===== src/rtl/fir_pkg.sv =====
// fir_pkg: shared constants and types for the fir_ctrl coefficient/sample controller.
package fir_pkg;
   localparam int NTAP_C = 11;
   localparam int NB_C   = 11;
   typedef enum logic [1:0] {S_RUN, S_DRAIN, S_SWAP} fir_ctrl_state_t;
   typedef logic [NB_C-1:0] coef_bank_t [NTAP_C];
endpackage


===== src/rtl/fir_coef_bank.sv =====
// fir_coef_bank: shadow + live coefficient banks; swap copies shadow to live in one edge.
module fir_coef_bank #(
   parameter int NTAP = 11,
   parameter int NB   = 11
) (
   input  logic               clk,
   input  logic               rst,
   input  logic               i_we,
   input  logic [3:0]         i_addr,
   input  logic [NB-1:0]      i_data,
   input  logic               i_swap,
   output logic [NTAP*NB-1:0] o_coef
);
   logic [NB-1:0] r_shadow [NTAP];
   logic [NB-1:0] r_active [NTAP];
   // A write in the swap cycle lands in shadow only; live takes the pre-write shadow.
   always_ff @(posedge clk or posedge rst)
      if (rst) begin
         r_shadow <= '{default: '0};
         r_active <= '{default: '0};
      end else begin
         if (i_we && i_addr < 4'(NTAP)) r_shadow[i_addr] <= i_data;
         if (i_swap) r_active <= r_shadow;
      end
   for (genvar k = 0; k < NTAP; k++) begin : g_pack
      assign o_coef[k*NB +: NB] = r_active[k];
   end
endmodule


===== src/rtl/fir_ctrl.sv =====
// fir_ctrl: forwards samples to the FIR and commits coefficient updates only
// once every in-flight sample has come out, so each output uses one coefficient set.
module fir_ctrl
   import fir_pkg::*;
#(
   parameter int NTAP = NTAP_C,
   parameter int NB   = NB_C,
   parameter int CW   = 5
) (
   input  logic               clk,
   input  logic               RST,
   input  logic [NB-1:0]      DIN_i,
   input  logic               VIN_i,
   output logic               RDY_o,
   output logic [NB-1:0]      DIN_o,
   output logic               VIN_o,
   input  logic               VOUT_f,
   input  logic               CW_EN,
   input  logic [3:0]         CW_ADDR,
   input  logic [NB-1:0]      CW_DATA,
   input  logic               COMMIT,
   output logic [NTAP*NB-1:0] COEF_o,
   output logic               BUSY_o,
   output logic               ERR_o
);
   fir_ctrl_state_t r_state, w_next;
   logic [CW-1:0] r_cnt, w_cnt_nx;
   logic [NB-1:0] r_din;
   logic          r_vin, r_err, w_acc, w_err_set;
   assign RDY_o  = r_state == S_RUN;
   assign BUSY_o = r_state != S_RUN;
   assign DIN_o  = r_din;
   assign VIN_o  = r_vin;
   assign ERR_o  = r_err;
   assign w_acc  = VIN_i & RDY_o;
   always_comb begin
      w_next = r_state;
      case (r_state)
         S_RUN:   w_next = COMMIT ? S_DRAIN : S_RUN;
         S_DRAIN: w_next = r_cnt == '0 ? S_SWAP : S_DRAIN;
         default: w_next = S_RUN;
      endcase
   end
   // Simultaneous acceptance and completion cancel out, so neither error case applies.
   always_comb begin
      w_cnt_nx  = r_cnt;
      w_err_set = CW_EN & (CW_ADDR >= 4'(NTAP));
      if (w_acc && !VOUT_f) begin
         if (r_cnt == '1) w_err_set = 1'b1;
         else w_cnt_nx = r_cnt + 1'b1;
      end else if (!w_acc && VOUT_f) begin
         if (r_cnt == '0) w_err_set = 1'b1;
         else w_cnt_nx = r_cnt - 1'b1;
      end
   end
   always_ff @(posedge clk or posedge RST)
      if (RST) begin
         r_state <= S_RUN;
         r_cnt   <= '0;
         r_din   <= '0;
         r_vin   <= 1'b0;
         r_err   <= 1'b0;
      end else begin
         r_state <= w_next;
         r_cnt   <= w_cnt_nx;
         r_vin   <= w_acc;
         r_err   <= r_err | w_err_set;
         if (w_acc) r_din <= DIN_i;
      end
   fir_coef_bank #(.NTAP(NTAP), .NB(NB)) u_bank (
      .clk    (clk),
      .rst    (RST),
      .i_we   (CW_EN),
      .i_addr (CW_ADDR),
      .i_data (CW_DATA),
      .i_swap (r_state == S_SWAP),
      .o_coef (COEF_o)
   );
endmodule

===== config.mk =====
export PLATFORM = sky130hd
export DESIGN_NAME = fir_ctrl
export DESIGN_NICKNAME = d
export VERILOG_FILES = /design/src/rtl/fir_pkg.sv /design/src/rtl/fir_coef_bank.sv /design/src/rtl/fir_ctrl.sv
export SDC_FILE = /design/constraint.sdc
export NUM_CORES = 1
export LEC_CHECK = 0
export ABC_AREA = 0
export CORE_MARGIN = 2
export CORE_UTILIZATION = 35
export CTS_CLUSTER_DIAMETER = 120
export DETAILED_ROUTE_END_ITERATION = 10
export RECOVER_POWER = 50
export SLEW_MARGIN = 20
export SYNTH_ARGS = -nofsm -noshare
export SYNTH_HDL_FRONTEND = slang
export SYNTH_SLANG_ARGS = --single-unit

===== constraint.sdc =====
create_clock -name clk -period 11.51 [get_ports clk]
set_clock_uncertainty 0.1 [all_clocks]
set_input_delay 1.151 -clock clk [delete_from_list [all_inputs] [get_ports clk]]
set_output_delay 1.151 -clock clk [all_outputs]
set_load 0.02 [all_outputs]

* Word-level counts from Yosys, hierarchy flattened
Cells that the tools add are included.
Operators by class: reduce and logical (&&, ||, !) cells 11, $lt $le $gt $ge 4, muxes and demuxes 14, add/sub/neg operators 2, bitwise gates (word level) 4, equal/unequal tests 5
Operators by type and width (number):
- 121-bit bitwise mux | 1
- 11-bit demux with 4-bit select | 1
- 5-bit 2-to-1 mux | 4
- 11-bit 2-to-1 mux | 1
- 5-bit by 1-bit adder with 5-bit output (second input constant) | 1
- 5-bit equality test (second input constant) | 1
- 5-bit >= comparator (second input constant) | 1
- 5-bit logical NOT | 1
- 5-bit by 1-bit < comparator with 1-bit output (second input constant) | 1
- 1-bit 2-to-1 mux | 5
- 4-bit inverter with 5-bit output | 1
- 5-bit by 1-bit subtractor with 5-bit output (second input constant) | 1
- 4-bit >= comparator (second input constant) | 1
- 1-bit logical AND | 4
- 4-bit < comparator (second input constant) | 1
- 2-bit != test (second input constant) | 2
- 2-bit case mux with 2 select lines | 1
- 2-bit nonzero test | 2
- 3-bit AND reduction | 1
- 1-bit AND | 2
- 2-bit by 1-bit equality test with 1-bit output (second input constant) | 1
- 2-bit equality test (second input constant) | 1
- 1-bit logical NOT | 2
- 2-bit logical NOT | 1
- other kinds (2) | 2
Storage, ports and cells: logic and storage cells 67, flip-flop bits (word level) 262, output and inout bits 136

* Logic depth before layout (Yosys ltp)
depth after elaboration 7, depth in mapped cells 11, depth with buffers taken out 10

* By module
From an unflattened synthesis, not the netlist that was laid out.
Unflattened totals: cells, all modules 618, area, all modules 10058.4 µm²
Modules (own cells, without submodules):
- fir_coef_bank | seq. area each 6055.8 µm², area each 9101.2 µm², cells each 538, times used 1
- fir_ctrl | seq. area each 500.5 µm², area each 957.2 µm², cells each 80, times used 1

* Least setup slack after synthesis
OpenSTA, ideal clock, no wires.
path kind input port to flip-flop, start input VIN_i, end register r_cnt[4], setup slack 8.121 ns, stages on the path 10, data arrival time 3.209 ns, cell sequence nand2_1 -> inv_1 -> buf_2 -> ha_1 -> inv_1 -> fa_1 -> and3_1 -> or3_1 -> a211oi_1 -> xor2_1
Between the ends: word-level cells in the longest chain between the ends 5, elaborated cells on any way between the ends 9
RTL lines:
- start, declared | RTL line fir_ctrl.sv:13 | input logic VIN_i,
- 1-bit AND * | RTL line fir_ctrl.sv:35 | assign w_acc = VIN_i & RDY_o;
- named net w_acc | RTL line fir_ctrl.sv:29 | logic r_vin, r_err, w_acc, w_err_set;
- 1-bit logical NOT | RTL line fir_ctrl.sv:51 | end else if (!w_acc && VOUT_f) begin
- 1-bit logical AND | RTL line fir_ctrl.sv:51
- 2-bit nonzero test (no line)
- 3-bit AND reduction (no line)
- end signal, assigned | RTL line fir_ctrl.sv:65 | r_cnt <= w_cnt_nx;
- end, declared | RTL line fir_ctrl.sv:27 | logic [CW-1:0] r_cnt, w_cnt_nx;
Mark *: on every way through the listed nets, which the timed path passes. The rest lies on a longest branch. A chain may end at the register's enable or synchronous reset.

* Final worst setup path
start register r_state[0], end register u_bank.r_active, in the netlist u_bank.o_coef[81]
Between the ends: word-level cells in the longest chain between the ends 1
RTL lines:
- start, declared | RTL line fir_ctrl.sv:26 | fir_ctrl_state_t r_state, w_next;
- start signal, assigned | RTL line fir_ctrl.sv:64 | r_state <= w_next;
- 2-bit equality test | RTL line fir_ctrl.sv:76 | .i_swap (r_state == S_SWAP),
- end signal, assigned | RTL line fir_coef_bank.sv:23 | if (i_swap) r_active <= r_shadow;
- end, declared | RTL line fir_coef_bank.sv:15 | logic [NB-1:0] r_active [NTAP];
Every way passes these cells.

==> impl_metrics.tcl <==
set metrics [dict create \
    required_ns 11.85 \
    postCtsHoldBufs 0 \
    powerDensity_nw_per_um2 286 \
    start_kind "register" \
    cts.path.max_buffers 3 \
    fp.dieW_um 173 \
    r2r_end "u_bank.o_coef[81]$_DFFE_PP0N_" \
    drive_gt1_share_pct 38.1 \
    cts_made_buffers 28 \
    synth_seq_area_share_pct 65.5 \
    path_clk_slew_ns 0.06 \
    dieArea_um2 30000 \
    ir_worst_vdd_mv 0.136 \
    fin_setup_tns_ns 0 \
    final_hold_viol_count 0 \
    max_cap_violations 3 \
    failed_checks "max-capacitance violations, max-slew violations" \
    rsz0062_at_grt "false" \
    ys.flop_type "dfrtp_1" \
    yosysMostFrequentCell "dfrtp_1" \
    dp_hpwl_mm 14.8 \
    synth_edf_count 0 \
    core_um2 28000 \
    fin_ws_ns 5.39 \
    cts-root-buf "clkbuf_16" \
    netlist_area_um2 10000 \
    num_vias 5561 \
    met2_length_mm 11.1 \
    hp-class "reg2reg" \
    antenna_found_initial 1 \
    gp_congestion 0.751 \
    top_layer_used "met4" \
    ctsResizeCount 0 \
    wl_met3_mm 1.55 \
    relSlewSlack_pct -205 \
    cts_tree "built" \
    hold_end "r_state[0]$_DFF_PP0_" \
    die_h_um 173 \
    async_flop_share_pct 100 \
    viasPerCell 4.73 \
    path_class "reg2reg" \
    routed_wl_mm 22.8 \
    final_max_slew_viol_count 230 \
    drcViolationCount 0 \
    synth_area_leaders "dfrtp_1 (65%), mux2_2 (28%), buf_2 (1.0%), ha_1 (0.62%), clkbuf_1 (0.56%)" \
    holdWs_ns 0.389 \
    syn_avg_cell_area_um2 16.3 \
    synth_largest_area_cell "dfrtp_1" \
    min_from "r_state[1]$_DFF_PP0_" \
    synth_nets 652 \
    run_status "finished with violations" \
    clkSinkCount 262 \
    ys_types 31 \
    period_share_pct 53.1 \
    worst_slew_pin_slew_ns 4.55 \
    r2r-start "r_state[0]$_DFF_PP0_" \
    h-tree-depth 1 \
    postSynthCellCount 614 \
    fmax_mhz 164 \
    rrSetupSlack_ns 5.39 \
    fin_nets 815 \
    post_cts_buffers 0 \
    synth_seq_cells 262 \
    synth_warnings 0 \
    track_usage_pct 15.4 \
    port_buffers 167 \
    initialDrtViolationCount 296 \
    setup_violations 0 \
    rows 61 \
    end_kind "register" \
    worstHoldPathCells 1 \
    routedWlPerCell_um 19.4 \
    cp.arrival_ns 6.46 \
    grt_max_degree 106 \
    overflow 0 \
    synthTopCellsByCount "dfrtp_1 (262), mux2_2 (253), buf_2 (20)" \
    fin_crit_ns 6.12 \
    grt_pass1_wl_mm 36.3 \
    synth.top_cell.area_share_pct 65.5 \
    initial_core_util_pct 35.7 \
    power.static_leakage_uw 0.00595 \
    wl_met1_mm 9.83 \
    clock_latency_ns 0.53 \
    area_growth_pct 30.3 \
    ios 168 \
    ant_nets 0 \
    worstRegToRegCells 3 \
    post-place-ws_ns 7.36 \
    path_max_fanout 81 \
    antennaDiodeCount 0 \
    drt-pass1-iter-count 5 \
    grt_pass1_vias 6143 \
]
[report_power, final]
group          switching (uW)  internal [uW]  leakage (uW)
Clock                     360            656      0.000516
Combinational             559            682       0.00206
Sequential                204           1270       0.00338
[flip-flops by register name, summed over array words and instances, names as in the netlist]
name / flops
r_cnt: 5
u_bank.r_shadow: 121
DIN_o: 11
ERR_o: 1
u_bank.o_coef: 121
r_state: 2
VIN_o: 1
[cells in the final DEF, fill, tap and decap left out, drive strengths merged, types with 3 or more instances in the layout]
cell | Yosys | routed
clkdlybuf4s50 | 0 | 163
o21ai | 4 | 4
nor2 | 10 | 10
bufinv | 0 | 8
xnor2 | 3 | 3
dlygate4sd3 | 0 | 4
a211oi | 3 | 3
inv | 5 | 4
nand2 | 4 | 4
dfrtp | 262 | 262
ha | 5 | 5
mux2 | 255 | 255
clkinv | 0 | 5
nand2b | 8 | 8
clkbuf | 15 | 37
[kinds of logic (layout without fill, tap and decap cells)]
logic type,count (synthesis),count (layout),share of synthesized area (%)
compound gates,12,12,0.762
xor+xnor,4,4,0.350
fa+ha+maj,6,6,0.825
buf+inv,42,225,1.90
flops,262,262,65.5
mux,255,255,28.8
simple gates,33,33,1.91
[through the flow]
stage	area (um2)	util (%)	power, uW	instances
floorplan	10000	-	2110	614
global placement	12000	42.9	2700	1125
detailed placement	12000	42.9	2750	1125
CTS	13100	46.7	3780	1175
global route	13000	46.6	3920	1175
finish	13000	46.6	3730	1175
[area by class of cell]
cell class              instances  area, um2
clock buffers                  36        782
repair buffers                170       1690
clock inverters                14        273
fillers                      2457      15000
multi-input cells             310       3250
inverters                       5       20.0
flip-flops and latches        262       6560
well taps                     378        473
[worst max-delay path by stage]
| stage | startpoint | endpoint | slack [ns] | cells past startpoint |
|---|---|---|---|---|
| 3_5_place_dp | VIN_i | r_cnt[4]$_DFFE_PP0P_ | 7.36 | 10 |
| 6_report | r_state[0]$_DFF_PP0_ | u_bank.o_coef[81]$_DFFE_PP0N_ | 5.39 | 3 |
| 5_1_grt | r_state[0]$_DFF_PP0_ | u_bank.o_coef[84]$_DFFE_PP0N_ | 4.71 | 3 |
| 2_1_floorplan | RST | DIN_o[0]$_DFFE_PP0P_ | 3.05 | 1 |
| 3_3_place_gp | VIN_i | r_cnt[4]$_DFFE_PP0P_ | 7.51 | 10 |
| 4_1_cts | VIN_i | r_cnt[4]$_DFFE_PP0P_ | 7.91 | 10 |
[metal layers]
layer  track usage [%]  vias to the layer above
li1                  -                     2484
met1              19.9                     2907
met2              26.0                      143
met3              4.40                       27
met4              3.04                        0
met5                 0                        -
[worst max-delay path: stages, from the launching register on]
cell and delay, ns:
dfrtp_1 0.39, nand2b_1 1.53, clkbuf_1 3.30, mux2_2 0.64
No activity file was read; power rests on OpenSTA's default activity.
